### config.mk
export PLATFORM = sky130hd
export DESIGN_NAME = ysyx_23060020_mem_arbiter_flat
export DESIGN_NICKNAME = d
export VERILOG_FILES = /design/src/rtl/ysyx_23060020_bus_pkg.sv /design/src/rtl/ysyx_23060020_mem_arbiter_if.sv /design/src/rtl/ysyx_23060020_rr_pick.sv /design/src/rtl/ysyx_23060020_mem_arbiter.sv /design/src/flat_wrapper.sv
export SDC_FILE = /design/constraint.sdc
export NUM_CORES = 1
export LEC_CHECK = 0
export CAP_MARGIN = 20
export CORE_AREA = 2 2 108 110
export DETAILED_ROUTE_END_ITERATION = 8
export DIE_AREA = 0 0 110 112
export DONT_BUFFER_PORTS = 1
export GPL_TIMING_DRIVEN = 0
export PLACE_DENSITY = 0.41
export RECOVER_POWER = 25
export SLEW_MARGIN = 20
export SYNTH_ARGS = -nofsm -noshare
export SYNTH_HDL_FRONTEND = slang
export SYNTH_SLANG_ARGS = --single-unit
### constraint.sdc
create_clock -name clk -period 2.11 [get_ports clk]
set_input_delay 0.3165 -clock clk [delete_from_list [all_inputs] [get_ports clk]]
set_output_delay 0.3165 -clock clk [all_outputs]
set_load 0.05 [all_outputs]
### src/rtl/ysyx_23060020_bus_pkg.sv
// Shared types and constants for the ysyx_23060020 memory arbiter.
//   arb_state_e : arbiter FSM states (idle / request to memory / waiting for response)
//   owner_e     : which master owns the in-flight transaction
//   DeadBeef    : read data returned on a response timeout
//   TimeoutDefault : default response watchdog limit in cycles
package ysyx_23060020_bus_pkg;

  typedef enum logic [1:0] {
    StIdle = 2'd0,
    StReq  = 2'd1,
    StResp = 2'd2
  } arb_state_e;

  typedef enum logic [1:0] {
    OwnNone = 2'd0,
    OwnIfu  = 2'd1,
    OwnLsu  = 2'd2
  } owner_e;

  localparam logic [31:0] DeadBeef       = 32'hDEADBEEF;
  localparam int unsigned TimeoutDefault = 255;

endpackage

### src/rtl/ysyx_23060020_mem_arbiter_if.sv
// Bus bundle between the IFU/LSU masters, the arbiter and the memory port.
//   slave  : arbiter view (takes master requests and memory responses, drives the rest)
//   master : environment view (masters plus memory model)
interface ysyx_23060020_mem_arbiter_if #(
  parameter int unsigned ADDR_W = 32,
  parameter int unsigned DATA_W = 32
);
  // IFU side
  logic              ifu_req_valid;
  logic              ifu_req_ready;
  logic [ADDR_W-1:0] ifu_addr;
  logic              ifu_resp_valid;
  logic [DATA_W-1:0] ifu_rdata;
  // LSU side
  logic                lsu_req_valid;
  logic                lsu_req_ready;
  logic [ADDR_W-1:0]   lsu_addr;
  logic                lsu_wen;
  logic [DATA_W-1:0]   lsu_wdata;
  logic [DATA_W/8-1:0] lsu_wmask;
  logic                lsu_resp_valid;
  logic [DATA_W-1:0]   lsu_rdata;
  // Memory side
  logic                mem_req_valid;
  logic                mem_req_ready;
  logic [ADDR_W-1:0]   mem_addr;
  logic                mem_wen;
  logic [DATA_W-1:0]   mem_wdata;
  logic [DATA_W/8-1:0] mem_wmask;
  logic                mem_resp_valid;
  logic [DATA_W-1:0]   mem_rdata;

  modport slave (
    input  ifu_req_valid, ifu_addr,
    input  lsu_req_valid, lsu_addr, lsu_wen, lsu_wdata, lsu_wmask,
    input  mem_req_ready, mem_resp_valid, mem_rdata,
    output ifu_req_ready, ifu_resp_valid, ifu_rdata,
    output lsu_req_ready, lsu_resp_valid, lsu_rdata,
    output mem_req_valid, mem_addr, mem_wen, mem_wdata, mem_wmask
  );

  modport master (
    output ifu_req_valid, ifu_addr,
    output lsu_req_valid, lsu_addr, lsu_wen, lsu_wdata, lsu_wmask,
    output mem_req_ready, mem_resp_valid, mem_rdata,
    input  ifu_req_ready, ifu_resp_valid, ifu_rdata,
    input  lsu_req_ready, lsu_resp_valid, lsu_rdata,
    input  mem_req_valid, mem_addr, mem_wen, mem_wdata, mem_wmask
  );

endinterface

### src/rtl/ysyx_23060020_rr_pick.sv
// Two-way combinational request picker.
//   valid_i[0] = IFU request, valid_i[1] = LSU request
//   last_owner_i : master that won the previous accept
//   prio_lsu_i   : 1 = LSU always wins a tie, 0 = alternate on ties
//   grant_o      : one-hot grant (bit 0 IFU, bit 1 LSU), zero when nothing is valid
module ysyx_23060020_rr_pick
  import ysyx_23060020_bus_pkg::*;
(
  input  logic [1:0] valid_i,
  input  owner_e     last_owner_i,
  input  logic       prio_lsu_i,
  output logic [1:0] grant_o
);

  always_comb begin
    grant_o = 2'b00;
    unique case (valid_i)
      2'b01:   grant_o = 2'b01;
      2'b10:   grant_o = 2'b10;
      // Tie: fixed LSU priority, or hand the grant to whoever did not win last time.
      2'b11:   grant_o = (prio_lsu_i || (last_owner_i == OwnIfu)) ? 2'b10 : 2'b01;
      default: grant_o = 2'b00;
    endcase
  end

endmodule

### src/rtl/ysyx_23060020_mem_arbiter.sv
// Shares the single core memory port between the IFU and the LSU.
// One transaction in flight at a time: IDLE (arbitrate/accept) -> REQ (present to memory)
// -> RESP (wait for the response and route it to the owner) -> IDLE.
// Ports:
//   clk, rst   : clock, asynchronous active-low reset
//   bus        : ysyx_23060020_mem_arbiter_if.slave (master handshakes and memory port)
//   busy       : high whenever the FSM is not idle
//   resp_err   : only with ARB_TIMEOUT_EN; flags the forced response on a watchdog expiry
// Build option: define ARB_TIMEOUT_EN to add the response watchdog (TIMEOUT cycles in RESP).
module ysyx_23060020_mem_arbiter
  import ysyx_23060020_bus_pkg::*;
#(
  parameter int unsigned ADDR_W   = 32,
  parameter int unsigned DATA_W   = 32,
  parameter bit          PRIO_LSU = 1'b1,
  parameter int unsigned TIMEOUT  = TimeoutDefault
) (
  input  logic clk,
  input  logic rst,
  ysyx_23060020_mem_arbiter_if.slave bus,
`ifdef ARB_TIMEOUT_EN
  output logic resp_err,
`endif
  output logic busy
);

  arb_state_e          state_q, state_d;
  owner_e              owner_q, owner_d;
  owner_e              last_q, last_d;
  logic [ADDR_W-1:0]   addr_q, addr_d;
  logic                wen_q, wen_d;
  logic [DATA_W-1:0]   wdata_q, wdata_d;
  logic [DATA_W/8-1:0] wmask_q, wmask_d;
  logic [1:0]          grant;
  logic                timeout_hit;
  logic                resp_fire;

  ysyx_23060020_rr_pick u_pick (
    .valid_i      ({bus.lsu_req_valid, bus.ifu_req_valid}),
    .last_owner_i (last_q),
    .prio_lsu_i   (PRIO_LSU),
    .grant_o      (grant)
  );

`ifdef ARB_TIMEOUT_EN
  localparam int unsigned CntW = (TIMEOUT > 255) ? $clog2(TIMEOUT + 1) : 8;
  logic [CntW-1:0] cnt_q, cnt_d;

  always_comb begin
    cnt_d = cnt_q;
    if (state_q == StReq && bus.mem_req_ready) begin
      cnt_d = '0;
    end else if (state_q == StResp && cnt_q != '1) begin
      cnt_d = cnt_q + 1'b1;  // saturates so it can never wrap past TIMEOUT
    end
  end

  always_ff @(posedge clk or negedge rst) begin
    if (!rst) cnt_q <= '0;
    else      cnt_q <= cnt_d;
  end

  // A real response in the same cycle takes precedence over the watchdog.
  assign timeout_hit = (state_q == StResp) && !bus.mem_resp_valid &&
                       (cnt_q == CntW'(TIMEOUT));
  assign resp_err    = timeout_hit;
`else
  logic unused_timeout;
  assign unused_timeout = ^TIMEOUT;
  assign timeout_hit    = 1'b0;
`endif

  // Responses outside RESP (including the REQ->RESP handshake cycle) are dropped.
  assign resp_fire = (state_q == StResp) && (bus.mem_resp_valid || timeout_hit);

  always_comb begin
    state_d = state_q;
    owner_d = owner_q;
    last_d  = last_q;
    addr_d  = addr_q;
    wen_d   = wen_q;
    wdata_d = wdata_q;
    wmask_d = wmask_q;
    bus.ifu_req_ready = 1'b0;
    bus.lsu_req_ready = 1'b0;
    bus.mem_req_valid = 1'b0;
    unique case (state_q)
      StIdle: begin
        bus.ifu_req_ready = grant[0];
        bus.lsu_req_ready = grant[1];
        if (grant[0]) begin
          owner_d = OwnIfu;
          last_d  = OwnIfu;
          addr_d  = bus.ifu_addr;
          wen_d   = 1'b0;
          wdata_d = '0;
          wmask_d = '0;
          state_d = StReq;
        end else if (grant[1]) begin
          owner_d = OwnLsu;
          last_d  = OwnLsu;
          addr_d  = bus.lsu_addr;
          wen_d   = bus.lsu_wen;
          wdata_d = bus.lsu_wdata;
          wmask_d = bus.lsu_wmask;
          state_d = StReq;
        end
      end
      StReq: begin
        bus.mem_req_valid = 1'b1;
        if (bus.mem_req_ready) state_d = StResp;
      end
      StResp: begin
        if (resp_fire) begin
          owner_d = OwnNone;
          state_d = StIdle;
        end
      end
      default: state_d = StIdle;
    endcase
  end

  always_ff @(posedge clk or negedge rst) begin
    if (!rst) begin
      state_q <= StIdle;
      owner_q <= OwnNone;
      last_q  <= OwnLsu;
      addr_q  <= '0;
      wen_q   <= 1'b0;
      wdata_q <= '0;
      wmask_q <= '0;
    end else begin
      state_q <= state_d;
      owner_q <= owner_d;
      last_q  <= last_d;
      addr_q  <= addr_d;
      wen_q   <= wen_d;
      wdata_q <= wdata_d;
      wmask_q <= wmask_d;
    end
  end

  assign bus.ifu_resp_valid = resp_fire && (owner_q == OwnIfu);
  assign bus.lsu_resp_valid = resp_fire && (owner_q == OwnLsu);
  assign bus.ifu_rdata      = timeout_hit ? DATA_W'(DeadBeef) : bus.mem_rdata;
  assign bus.lsu_rdata      = timeout_hit ? DATA_W'(DeadBeef) : bus.mem_rdata;
  assign bus.mem_addr       = addr_q;
  assign bus.mem_wen        = wen_q;
  assign bus.mem_wdata      = wdata_q;
  assign bus.mem_wmask      = wmask_q;
  assign busy               = (state_q != StIdle);

endmodule

### src/flat_wrapper.sv
// flat-port wrapper written by rule: the top's interface ports become plain ports
module ysyx_23060020_mem_arbiter_flat import ysyx_23060020_bus_pkg::*;
#(
  parameter int unsigned ADDR_W   = 32,
  parameter int unsigned DATA_W   = 32,
  parameter bit          PRIO_LSU = 1'b1,
  parameter int unsigned TIMEOUT  = TimeoutDefault
)
  (clk, rst, busy, bus_ifu_req_valid, bus_ifu_addr, bus_lsu_req_valid, bus_lsu_addr, bus_lsu_wen, bus_lsu_wdata, bus_lsu_wmask, bus_mem_req_ready, bus_mem_resp_valid, bus_mem_rdata, bus_ifu_req_ready, bus_ifu_resp_valid, bus_ifu_rdata, bus_lsu_req_ready, bus_lsu_resp_valid, bus_lsu_rdata, bus_mem_req_valid, bus_mem_addr, bus_mem_wen, bus_mem_wdata, bus_mem_wmask);
  ysyx_23060020_mem_arbiter_if #(.ADDR_W(ADDR_W), .DATA_W(DATA_W)) bus_i ();
  input  logic clk;
  input  logic rst;
  output logic busy;
  input wire logic [$bits(bus_i.ifu_req_valid)-1:0] bus_ifu_req_valid;
  input wire logic [$bits(bus_i.ifu_addr)-1:0] bus_ifu_addr;
  input wire logic [$bits(bus_i.lsu_req_valid)-1:0] bus_lsu_req_valid;
  input wire logic [$bits(bus_i.lsu_addr)-1:0] bus_lsu_addr;
  input wire logic [$bits(bus_i.lsu_wen)-1:0] bus_lsu_wen;
  input wire logic [$bits(bus_i.lsu_wdata)-1:0] bus_lsu_wdata;
  input wire logic [$bits(bus_i.lsu_wmask)-1:0] bus_lsu_wmask;
  input wire logic [$bits(bus_i.mem_req_ready)-1:0] bus_mem_req_ready;
  input wire logic [$bits(bus_i.mem_resp_valid)-1:0] bus_mem_resp_valid;
  input wire logic [$bits(bus_i.mem_rdata)-1:0] bus_mem_rdata;
  output wire logic [$bits(bus_i.ifu_req_ready)-1:0] bus_ifu_req_ready;
  output wire logic [$bits(bus_i.ifu_resp_valid)-1:0] bus_ifu_resp_valid;
  output wire logic [$bits(bus_i.ifu_rdata)-1:0] bus_ifu_rdata;
  output wire logic [$bits(bus_i.lsu_req_ready)-1:0] bus_lsu_req_ready;
  output wire logic [$bits(bus_i.lsu_resp_valid)-1:0] bus_lsu_resp_valid;
  output wire logic [$bits(bus_i.lsu_rdata)-1:0] bus_lsu_rdata;
  output wire logic [$bits(bus_i.mem_req_valid)-1:0] bus_mem_req_valid;
  output wire logic [$bits(bus_i.mem_addr)-1:0] bus_mem_addr;
  output wire logic [$bits(bus_i.mem_wen)-1:0] bus_mem_wen;
  output wire logic [$bits(bus_i.mem_wdata)-1:0] bus_mem_wdata;
  output wire logic [$bits(bus_i.mem_wmask)-1:0] bus_mem_wmask;
  assign bus_i.ifu_req_valid = bus_ifu_req_valid;
  assign bus_i.ifu_addr = bus_ifu_addr;
  assign bus_i.lsu_req_valid = bus_lsu_req_valid;
  assign bus_i.lsu_addr = bus_lsu_addr;
  assign bus_i.lsu_wen = bus_lsu_wen;
  assign bus_i.lsu_wdata = bus_lsu_wdata;
  assign bus_i.lsu_wmask = bus_lsu_wmask;
  assign bus_i.mem_req_ready = bus_mem_req_ready;
  assign bus_i.mem_resp_valid = bus_mem_resp_valid;
  assign bus_i.mem_rdata = bus_mem_rdata;
  assign bus_ifu_req_ready = bus_i.ifu_req_ready;
  assign bus_ifu_resp_valid = bus_i.ifu_resp_valid;
  assign bus_ifu_rdata = bus_i.ifu_rdata;
  assign bus_lsu_req_ready = bus_i.lsu_req_ready;
  assign bus_lsu_resp_valid = bus_i.lsu_resp_valid;
  assign bus_lsu_rdata = bus_i.lsu_rdata;
  assign bus_mem_req_valid = bus_i.mem_req_valid;
  assign bus_mem_addr = bus_i.mem_addr;
  assign bus_mem_wen = bus_i.mem_wen;
  assign bus_mem_wdata = bus_i.mem_wdata;
  assign bus_mem_wmask = bus_i.mem_wmask;
  ysyx_23060020_mem_arbiter #(.ADDR_W(ADDR_W), .DATA_W(DATA_W), .PRIO_LSU(PRIO_LSU), .TIMEOUT(TIMEOUT)) u_core (.clk(clk), .rst(rst), .bus(bus_i), .busy(busy));
endmodule
==> results by group, run 1 <==
Setup path
  • CP endpoint kind: output port
  • Crit path DAT: 1.79 ns
  • Setup Crit Path Kind: flop to output port
  • Maximum net fanout on the critical path: 6
  • Critical Path RT: roughly 1.8 ns
  • Startpoint types: flop

Timing
  • Tcrit/Tclk final: between 90% and 100%
  • Slew margin rel.: between 30% and 40%
  • Worst Skew: around 0.0083 ns
  • Worst setup margin: around 0.0064 ns
  • RSZ-0062 raised after global routing: yes
  • Final Max Tran Viols: 0
  • Final Setup Violations: 0
  • Fin. Hold Viols: 0
  • Tmin final: about 2.1 ns
  • Peak Freq: roughly 480 MHz
  • Slew @ Worst Pin: 0.9875 ns

Run status
  • Status: finished, final reports clean

Clocking
  • Clk_lat worst skew: around 0.33 ns
  • Num CTS Buffers: 9
  • Clk buf depth: 2
  • Post-CTS setup buffer count: 0
  • CTS tree: yes
  • Clk sink count: 73
  • Root Driver: clkbuf_16
  • Reg clk slew, reported paths: approximately 0.060 ns
  • CTS H-tree lvls: 3

GRT
  • Grt met1 use: ~17%
  • GRT overflow: 0
  • Largest net degree at the start of global routing: 74
  • Tot GR Track Use: between 10% and 20%
  • First-pass GRT wire length: around 13 mm
  • Met2 Usage GRT: a little over a fifth
  • Vias in the first global route: roughly 2300
  • GR peak layer: met2
  • Met3 GRT Util: about 6.0%
  • Antenna violations before repair: 0

Synthesis
  • Post-synthesis register bit count: 73
  • Syn Nets: 420
  • Syn Inst Count: roughly 280
  • Yosys top cell area share: a little over half
  • Sequential cell area fraction in the yosys report: 53.30%
  • Syn Area/Cell: between 10 and 15 um^2
  • Synthesized area: 3427 um^2
  • Synth warnings: 0
  • Synth area leader: dfrtp_1
  • Library cells used by synthesis: 25
  • Top cells by area, synth: dfrtp_1 53%, buf_4 14%, a22o_1 9.7%, a221o_1 9.1%, and2_1 5.7%

Routing
  • Final wirelength: around 8.9 mm
  • Routed len/inst: between 20 and 25 um
  • Drt drc: 0
  • Drt initial violations: 80
  • Final ANT Viol Nets: 0
  • Post-DR vias/cell: between 5 and 6
  • Pre-Repair DR Iteration Count: 4
  • Vias: between 2000 and 2500

Die
  • Row cnt: 39
  • Die Ht: ~110 um
  • Die area: ~12000 um^2
  • Die width: between 100 and 150 um
  • IO Count: 278
  • Core box area: ~11000 um^2
  • Initial core utilization: a little under a third

Place
  • DP Wirelength: roughly 6.5 mm
  • Placer's final routability congestion estimate: around 0.70
  • Placed instance area: roughly 3600 um^2
  • Placed Cells: 424
  • Pre-CTS setup slack: -0.06015 ns
  • IO Port Bufs: 0

Cells and area
  • P&R area growth vs syn: 8.105%
  • Final nets: approximately 430
  • Layout cell share with drive strength beyond 1: between 10 and 15%
  • Final Non-Filler Cells: ~440
  • Ant diodes: 0
  • Fin area: roughly 3700 um^2

Power and ir drop
  • Power Total: approximately 0.0081 W
  • Power per cell area: between 2000 and 2500 nW/um^2
  • Peak supply drop: just over 0.0006 V
  • Leak pwr: about 1.6 nW

Flow run
  • Max-cap violations: 0

Hold path
  • Hold Path Class: primary input to flop
-- worst paths after layout --
| check | from | endpoint | slack (ns) | cells past startpoint |
|---|---|---|---|---|
| max | u_core.state_q[0] | bus_ifu_resp_valid | 0.006 | 3 |
| min | bus_mem_req_ready | u_core.state_q[0] | 0.07 | 1 |
| min in group asynchronous | rst | u_core.bus.mem_addr[8] | 0.75 | 2 |
| max in group asynchronous | rst | u_core.bus.mem_addr[29] | 0.73 | 2 |
| min reg2reg | u_core.owner_q[0] | u_core.owner_q[0] | 0.61 | 2 |
| max reg2reg | u_core.state_q[1] | u_core.bus.mem_wmask[2] | 0.25 | 6 |
-- repair_timing --
item	in CTS	in global routing
endpoints found under the hold margin	73	0
hold buffers	2	0
gates resized for setup	3	1
endpoints found under the setup margin	13	3
-- cell type report --
cell class	instances	area, um^2
clock buffer	10	239.0
inverter	5	18.77
timing repair buffer	2	17.52
fill	1188	7470
multi-input combinational	120	985.9
buffer	83	371.6
sequential	73	1827
clock inverter	6	66.31
tap	143	178.9
-- power by group --
part / switching (W) / internal (W) / total [W] / leakage [nW]
combinational: 0.00117 / 0.000823 / 0.00199 / 0.571
clock: 0.000598 / 0.000949 / 0.00155 / 0.141
sequential: 0.00258 / 0.00199 / 0.00458 / 0.917
-- critical path: stages (launching register included) --
cell and delay, ns:
dfrtp_1 0.46, inv_1 0.17, nand3_1 0.15, nor3_2 0.67
-- placed cells by master (no fill, tap or decap), drive strengths merged --
master,count
a21oi,2
a221o,31
a22o,38
a2bb2oi,1
a31oi,2
and2,32
buf,12
bufinv,1
clkbuf,82
clkinv,1
clkinvlp,3
dfrtp,73
dlygate4sd3,1
inv,6
nand3,1
nor2,3
nor2b,1
nor3,2
nor4b,1
o21a,1
o21ai,2
o22ai,1
o31ai,1
o32ai,1
-- cells by family after synthesis --
kind of cell	count (synthesis)	share of synthesized area, %
buf+inv	88	18.22
flops	73	53.30
compound gates	80	20.85
simple gates	40	7.631
-- stage by stage --
stage | TNS (ns) | utilization (%) | hold WS (ns)
detailed placement | -0.4083 | 32.36 | 0.02298
CTS | -0.04054 | 35.48 | 0.05181
floorplan | 0 | - | 0.02091
global placement | -0.3926 | 32.27 | 0.02283
finish | 0 | 33.15 | 0.06697
global route | -0.1766 | 33.15 | 0.05026
-- flip-flops by register name, summed over array words and instances (netlist names) --
name and count:
u_core.state_q 2, u_core.bus.mem_addr 32, u_core.bus.mem_wen 1, u_core.bus.mem_wmask 4
u_core.owner_q 2, u_core.bus.mem_wdata 32
-- Yosys cell counts --
cell type / instances
buf_4: 65
o22ai_1: 1
a22o_1: 38
a21oi_1: 2
a221o_1: 31
a2bb2oi_1: 1
nor2_1: 2
buf_2: 4
buf_6: 6
o21a_1: 1
and2_4: 1
nor2_2: 1
dfrtp_1: 73
o32ai_1: 1
o21ai_1: 1
nor2b_1: 1
and2_1: 31
a31oi_1: 2
nand3_1: 1
clkbuf_1: 8
nor4b_4: 1
inv_1: 5
o21ai_0: 1
o31ai_1: 1
nor3_1: 2
-- layer usage --
layer  vias up  part of all wire, %
met5         -                    0
met4         0                  1.1
met3         9                   12
met2       156                   48
met1      1099                   39
li1        987                    -
(Power assumes the default switching activity.)
==> run 2, diff against run 1 <==
--- a/config.mk
+++ b/config.mk
@@ -5,8 +5,8 @@
 export SDC_FILE = /design/constraint.sdc
 export NUM_CORES = 1
 export LEC_CHECK = 0
-export CAP_MARGIN = 20
 export CORE_AREA = 2 2 108 110
+export CTS_BUF_LIST = sky130_fd_sc_hd__clkbuf_4 sky130_fd_sc_hd__clkbuf_8 sky130_fd_sc_hd__clkbuf_16
 export DETAILED_ROUTE_END_ITERATION = 8
 export DIE_AREA = 0 0 110 112
 export DONT_BUFFER_PORTS = 1
==> results of run 2 <==
Same layout as run 1: the final DEF is identical, and so are final timing and power.
==> run 3, diff against run 2 <==
--- a/config.mk
+++ b/config.mk
@@ -13,6 +13,7 @@
 export GPL_TIMING_DRIVEN = 0
 export PLACE_DENSITY = 0.41
 export RECOVER_POWER = 25
+export SKIP_LAST_GASP = 1
 export SLEW_MARGIN = 20
 export SYNTH_ARGS = -nofsm -noshare
 export SYNTH_HDL_FRONTEND = slang
==> results of run 3 <==
Same layout as run 1: the final DEF is identical, and so are final timing and power.
